File: src/rtl/conv_pkg.sv
// Shared constants and helpers for the conv MAC pipeline family.
// Default widths, clog2 and activation saturation bounds.
package conv_pkg;
  localparam int DEF_DATA_W  = 8;
  localparam int DEF_VEC_LEN = 9;
  localparam int DEF_ACC_W   = 32;
  localparam int DEF_OUT_W   = 8;

  function automatic int clog2(input int v);
    int r;
    r = 0;
    for (int x = v - 1; x > 0; x = x >> 1) r++;
    return r;
  endfunction

  localparam logic signed [DEF_OUT_W-1:0] SAT_MAX =
    DEF_OUT_W'((1 << (DEF_OUT_W - 1)) - 1);
  localparam logic signed [DEF_OUT_W-1:0] SAT_MIN =
    DEF_OUT_W'(-(1 << (DEF_OUT_W - 1)));
endpackage

File: src/rtl/conv_mac_pipe_mac_tree.sv
// Two-stage dot product: registered products, then registered sum.
// A side tag travels alongside the valid bit.
module mac_tree
  import conv_pkg::*;
#(
  parameter int DATA_W  = DEF_DATA_W,
  parameter int VEC_LEN = DEF_VEC_LEN,
  parameter int ACC_W   = DEF_ACC_W,
  parameter int TAG_W   = 1
) (
  input  logic                      clk,
  input  logic                      rst,
  input  logic                      en,
  input  logic                      in_valid,
  input  logic [TAG_W-1:0]          in_tag,
  input  logic [DATA_W*VEC_LEN-1:0] img,
  input  logic [DATA_W*VEC_LEN-1:0] ker,
  output logic                      out_valid,
  output logic [TAG_W-1:0]          out_tag,
  output logic signed [ACC_W-1:0]   out_sum
);
  logic signed [2*DATA_W-1:0] r_prod [VEC_LEN];
  logic                       r_v1;
  logic [TAG_W-1:0]           r_tag1;
  logic signed [ACC_W-1:0]    w_sum;

  always_ff @(posedge clk) begin
    if (rst) begin
      r_v1   <= 1'b0;
      r_tag1 <= '0;
      for (int i = 0; i < VEC_LEN; i++) r_prod[i] <= '0;
    end else if (en) begin
      r_v1   <= in_valid;
      r_tag1 <= in_tag;
      for (int i = 0; i < VEC_LEN; i++)
        r_prod[i] <= $signed(img[i*DATA_W +: DATA_W])
                   * $signed(ker[i*DATA_W +: DATA_W]);
    end
  end

  always_comb begin
    w_sum = '0;
    for (int i = 0; i < VEC_LEN; i++)
      w_sum = w_sum + ACC_W'(r_prod[i]);
  end

  always_ff @(posedge clk) begin
    if (rst) begin
      out_valid <= 1'b0;
      out_tag   <= '0;
      out_sum   <= '0;
    end else if (en) begin
      out_valid <= r_v1;
      out_tag   <= r_tag1;
      out_sum   <= w_sum;
    end
  end
endmodule

File: src/rtl/conv_mac_pipe.sv
// Multi-channel conv MAC: accumulate IN_CH beats plus bias,
// then ReLU, rounding shift and saturation to OUT_W.
module conv_mac_pipe
  import conv_pkg::*;
#(
  parameter int DATA_W  = DEF_DATA_W,
  parameter int VEC_LEN = DEF_VEC_LEN,
  parameter int IN_CH   = 3,
  parameter int ACC_W   = DEF_ACC_W,
  parameter int BIAS_W  = 32,
  parameter int OUT_W   = DEF_OUT_W,
  parameter int SHIFT_W = 5
) (
  input  logic                      clk,
  input  logic                      rst,
  input  logic                      in_valid,
  output logic                      in_ready,
  input  logic [DATA_W*VEC_LEN-1:0] img_vec,
  input  logic [DATA_W*VEC_LEN-1:0] ker_vec,
  input  logic [BIAS_W-1:0]         bias,
  input  logic                      relu_en,
  input  logic [SHIFT_W-1:0]        shift,
  output logic                      out_valid,
  input  logic                      out_ready,
  output logic [OUT_W-1:0]          out_data,
  output logic [ACC_W-1:0]          out_acc
);
  localparam int CNT_W = (IN_CH > 1) ? clog2(IN_CH) : 1;
  localparam int TAG_W = BIAS_W + 2;
  localparam logic signed [ACC_W:0] SAT_HI =
    (ACC_W+1)'((1 << (OUT_W - 1)) - 1);
  localparam logic signed [ACC_W:0] SAT_LO =
    (ACC_W+1)'(-(1 << (OUT_W - 1)));

  logic                    w_en;
  logic                    w_acc_in;
  logic                    w_first;
  logic                    w_last;
  logic [CNT_W-1:0]        r_cnt;
  logic                    w_v2;
  logic [TAG_W-1:0]        w_tag2;
  logic signed [ACC_W-1:0] w_sum2;
  logic signed [ACC_W-1:0] w_bias2;
  logic signed [ACC_W-1:0] r_acc;
  logic                    r_v3;
  logic signed [ACC_W-1:0] w_v;
  logic signed [ACC_W:0]   w_vx;
  logic signed [ACC_W:0]   w_half;
  logic signed [ACC_W:0]   w_r;
  logic [OUT_W-1:0]        w_sat;
  logic                    r_out_valid;
  logic [OUT_W-1:0]        r_out_data;
  logic [ACC_W-1:0]        r_out_acc;

  assign w_en     = !r_out_valid || out_ready;
  assign in_ready = w_en;
  assign w_acc_in = in_valid && w_en;
  assign w_first  = (r_cnt == '0);
  assign w_last   = (r_cnt == CNT_W'(IN_CH - 1));

  always_ff @(posedge clk) begin
    if (rst) r_cnt <= '0;
    else if (w_acc_in) r_cnt <= w_last ? '0 : r_cnt + 1'b1;
  end

  mac_tree #(
    .DATA_W (DATA_W),
    .VEC_LEN(VEC_LEN),
    .ACC_W  (ACC_W),
    .TAG_W  (TAG_W)
  ) u_mac (
    .clk      (clk),
    .rst      (rst),
    .en       (w_en),
    .in_valid (in_valid),
    .in_tag   ({bias, w_first, w_last}),
    .img      (img_vec),
    .ker      (ker_vec),
    .out_valid(w_v2),
    .out_tag  (w_tag2),
    .out_sum  (w_sum2)
  );

  assign w_bias2 = ACC_W'($signed(w_tag2[TAG_W-1:2]));

  always_ff @(posedge clk) begin
    if (rst) begin
      r_acc <= '0;
      r_v3  <= 1'b0;
    end else if (w_en) begin
      r_v3 <= w_v2 && w_tag2[0];
      if (w_v2)
        r_acc <= w_tag2[1] ? w_bias2 + w_sum2 : r_acc + w_sum2;
    end
  end

  // Widened by one bit so the rounding offset cannot wrap.
  always_comb begin
    w_v    = (relu_en && r_acc[ACC_W-1]) ? '0 : r_acc;
    w_vx   = {w_v[ACC_W-1], w_v};
    w_half = {{ACC_W{1'b0}}, 1'b1} << (shift - 1'b1);
    w_r    = (shift != '0) ? (w_vx + w_half) >>> shift : w_vx;
    if (w_r > SAT_HI)      w_sat = SAT_HI[OUT_W-1:0];
    else if (w_r < SAT_LO) w_sat = SAT_LO[OUT_W-1:0];
    else                   w_sat = w_r[OUT_W-1:0];
  end

  always_ff @(posedge clk) begin
    if (rst) begin
      r_out_valid <= 1'b0;
      r_out_data  <= '0;
      r_out_acc   <= '0;
    end else if (w_en) begin
      r_out_valid <= r_v3;
      if (r_v3) begin
        r_out_data <= w_sat;
        r_out_acc  <= r_acc;
      end
    end
  end

  assign out_valid = r_out_valid;
  assign out_data  = r_out_data;
  assign out_acc   = r_out_acc;
endmodule

File: config.mk
export PLATFORM = sky130hd
export DESIGN_NAME = conv_mac_pipe
export DESIGN_NICKNAME = d
export VERILOG_FILES = /design/src/rtl/conv_pkg.sv /design/src/rtl/conv_mac_pipe_mac_tree.sv /design/src/rtl/conv_mac_pipe.sv
export SDC_FILE = /design/constraint.sdc
export NUM_CORES = 2
export LEC_CHECK = 0
export ABC_AREA = 0
export CORE_ASPECT_RATIO = 1.25
export CORE_MARGIN = 3
export CORE_UTILIZATION = 45
export DETAILED_ROUTE_END_ITERATION = 16
export SETUP_SLACK_MARGIN = 0.2
export SLEW_MARGIN = 20
export SYNTH_ARGS = -nofsm -noshare
export SYNTH_HDL_FRONTEND = slang
export SYNTH_SLANG_ARGS = --single-unit
export TNS_END_PERCENT = 20
File: constraint.sdc
create_clock -name clk -period 16.4 [get_ports clk]
set_input_delay 1.64 -clock clk [delete_from_list [all_inputs] [get_ports clk]]
set_output_delay 1.64 -clock clk [all_outputs]
set_load 0.1 [all_outputs]
==> results.cfg <==
[sta]
slew_headroom = 0.330
slew_violations = 0
fmaxAchievable_mhz = 119
hold_viol = 0
finalSetupViolCount = 0
finalClockSkew_ps = 26.9
fin_crit_sh = 0.514
worstMarginPinSlew_ps = 1000
min_period_ps = 8430
rsz0062_at_grt = no
tns_ps = 0

[worst_hold_path]
min_path_type = reg -> reg
worstHoldStart = u_mac.r_tag1[6]

[grt]
grt.total_usage = 0.231
first_global_vias = 33300
grt_first_pass_wirelength_um = 182000
overflow = 0
antenna_found_initial = 7
grt_max_degree = 86

[detailed_routing]
drt_iter0_markers = 1840
drc = 0
firstDrtPassIters = 5
viasPerCell = 5.19
route.vias.total = 32000
drtAntennaViolNets = 0
wire_per_inst_um = 18.1
drt-total-wl_um = 112000

[cts]
cts_resized = 0
cts_buffers = 36
cts_num_sinks = 322
path_clk_slew_ps = 60
cts_setup_buffers = 0
cts_tree = done
cts_root_buf = clkbuf_16
cts_buffer_depth = 3
holdBufCountCts = 0
clk_latency_ps = 590
h-tree-depth = 2

[critical_path]
cp-startpoint = shift[3]
worstPathCellList = clkdlybuf4s50_1 > buf_4 > inv_1 > nand2_1 > nor2_1 > nand2_1 > fa_1 > nand2b_1 > a21o_1 > a21o_1 > o21a_4 > o211a_4 > o21a_4 > o31ai_4 > mux2i_2 > mux4_2 > a311o_1 > or4_1 > nor2_1 > nand4_1 > o41ai_4 > o32ai_1
crit_slowest_cell = o31ai_4
startpoint_type = input port
crit_path_max_incr_delay_ps = 610
crit_path_end_kind = flop
arrival_ps = 8880
path_max_fanout = 34
path_class = in -> reg
r2r-start = u_mac.r_prod[0][1]
critPathRequiredTime_ps = 16850

[placed_design]
place_inst = 6089
dpl.hpwl_um = 91500
io_buffers = 227
gp_congestion = 0.945

[synthesis]
synth.most_common_cell = inv_1
synth-main-ff-cell = dfxtp_1
yosysWarnings = 0
async_flop_share = 0
syn_inst = 4752
synth-edff-count = 144
synth_area_per_cell_um2 = 9.04
synth_top_area_share = 0.282
seq_area_frac_synth = 0.184
syn-cell-area_um2 = 43000
synth_cell_types = 85
synth_fp_nets = 5907
ys_top_cells_by_area = fa_1, ha_1, edfxtp_1
yosys.area.top_type = fa_1
ys_ff_latch = 322
synthTopCellsByCount = inv_1, fa_1, nand2_1

[die]
die_h_um = 351
io_pins = 228
die_area_um2 = 99300
core_area_um2 = 94600
start_util = 0.454
die_x_um = 282
rows = 126

[final_layout]
fillers = 9074
drive_above_1_share = 0.0354
area_growth_pct = 11.1
finalNetCount = 6066
instances_no_fill = 6161

[job]
maxCapViolCount = 0

[run_status]
status = finished clean
path summary, 6_finish.rpt:
| path | slack [ps] | cells after the start | to |
|---|---|---|---|
| setup reg to reg | 8090 | 33 | u_mac.out_sum[31] |
| hold reg to reg | 450 | 2 | u_mac.r_tag1[6] |
| setup / recovery | 7970 | 22 | out_data[5] |
| hold / removal | 450 | 2 | u_mac.r_tag1[6] |
area by class of cell:
type / count / area, um^2 / area share
Multi-Input combinational cell: 3497 / 31600 / 0.662
Sequential cell: 322 / 7890 / 0.165
Inverter: 798 / 3000 / 0.0628
Timing Repair Buffer: 256 / 2480 / 0.0520
Tap cell: 1216 / 1520 / 0.0319
Clock buffer: 43 / 927 / 0.0194
Clock inverter: 23 / 310 / 0.00650
Antenna cell: 6 / 15.0 / 0.000314
cell families after synthesis:
group | share of synthesized area
adders and majority gates | 0.388
muxes | 0.0251
xor gates and xnor gates | 0.0454
DFF | 0.184
buffers and inverters | 0.0816
AOI/OAI and AO/OA | 0.108
and+or+nand+nor | 0.168
placed cells by master, fill, tap and decap left out, drive strengths merged, types with 8 or more instances in the layout:
master / count
mux2: 46
fa: 605
nor2: 252
a31oi: 14
a21o: 64
o211ai: 22
xor2: 35
nand4: 12
o21ai: 76
a211oi: 43
inv: 800
ha: 364
or3: 15
nor2b: 36
and2: 408
nand2b: 83
clkdlybuf4s50: 225
nor3: 55
clkbuf: 43
nand3: 35
clkinv: 11
o21bai: 72
nor4: 9
and3: 17
xnor2: 187
dfxtp: 178
mux2i: 33
o32ai: 8
mux4: 10
nand2: 546
a21oi: 330
edfxtp: 144
buf: 31
o21a: 17
critical path: cells and delay by family:
| kind | cells | cell delay, ps |
|---|---|---|
| fa+ha+maj | 1 | 460 |
| simple gates | 7 | 1870 |
| compound gates | 9 | 2860 |
| mux | 2 | 770 |
| buf+inv | 3 | 1240 |
state kept, by name, summed over array words and instances, names as in the netlist:
name and count:
u_mac.r_tag1 34, u_mac.out_sum 32, r_acc 32, out_data 8, u_mac.r_prod 144, r_cnt 2
r_v3 1, u_mac.r_v1 1, out_valid 1, u_mac.out_tag 34, u_mac.out_valid 1, out_acc 32
metal layers:
metal,vias up,track usage,wire [um]
met5,-,0,17
met4,2,0.0804,4230
met3,166,0.0224,3800
met2,606,0.406,55800
met1,15700,0.297,47800
li1,15500,-,-
per-stage QoR:
| stage | hold WS (ps) | utilization | worst slack [ps] | area (um^2) |
|---|---|---|---|---|
| 2_1_floorplan | 428 | - | 8900 | 43000 |
| 3_3_place_gp | 440 | 0.491 | 7420 | 46500 |
| 3_5_place_dp | 445 | 0.491 | 7430 | 46500 |
| 4_1_cts | 453 | 0.505 | 8040 | 47700 |
| 5_1_grt | 468 | 0.505 | 7370 | 47700 |
| 6_report | 452 | 0.505 | 7970 | 47700 |
Power is left out: the tool's default activity adds up to more than one toggle a clock period on the data nets, which glitch-free logic cannot reach.
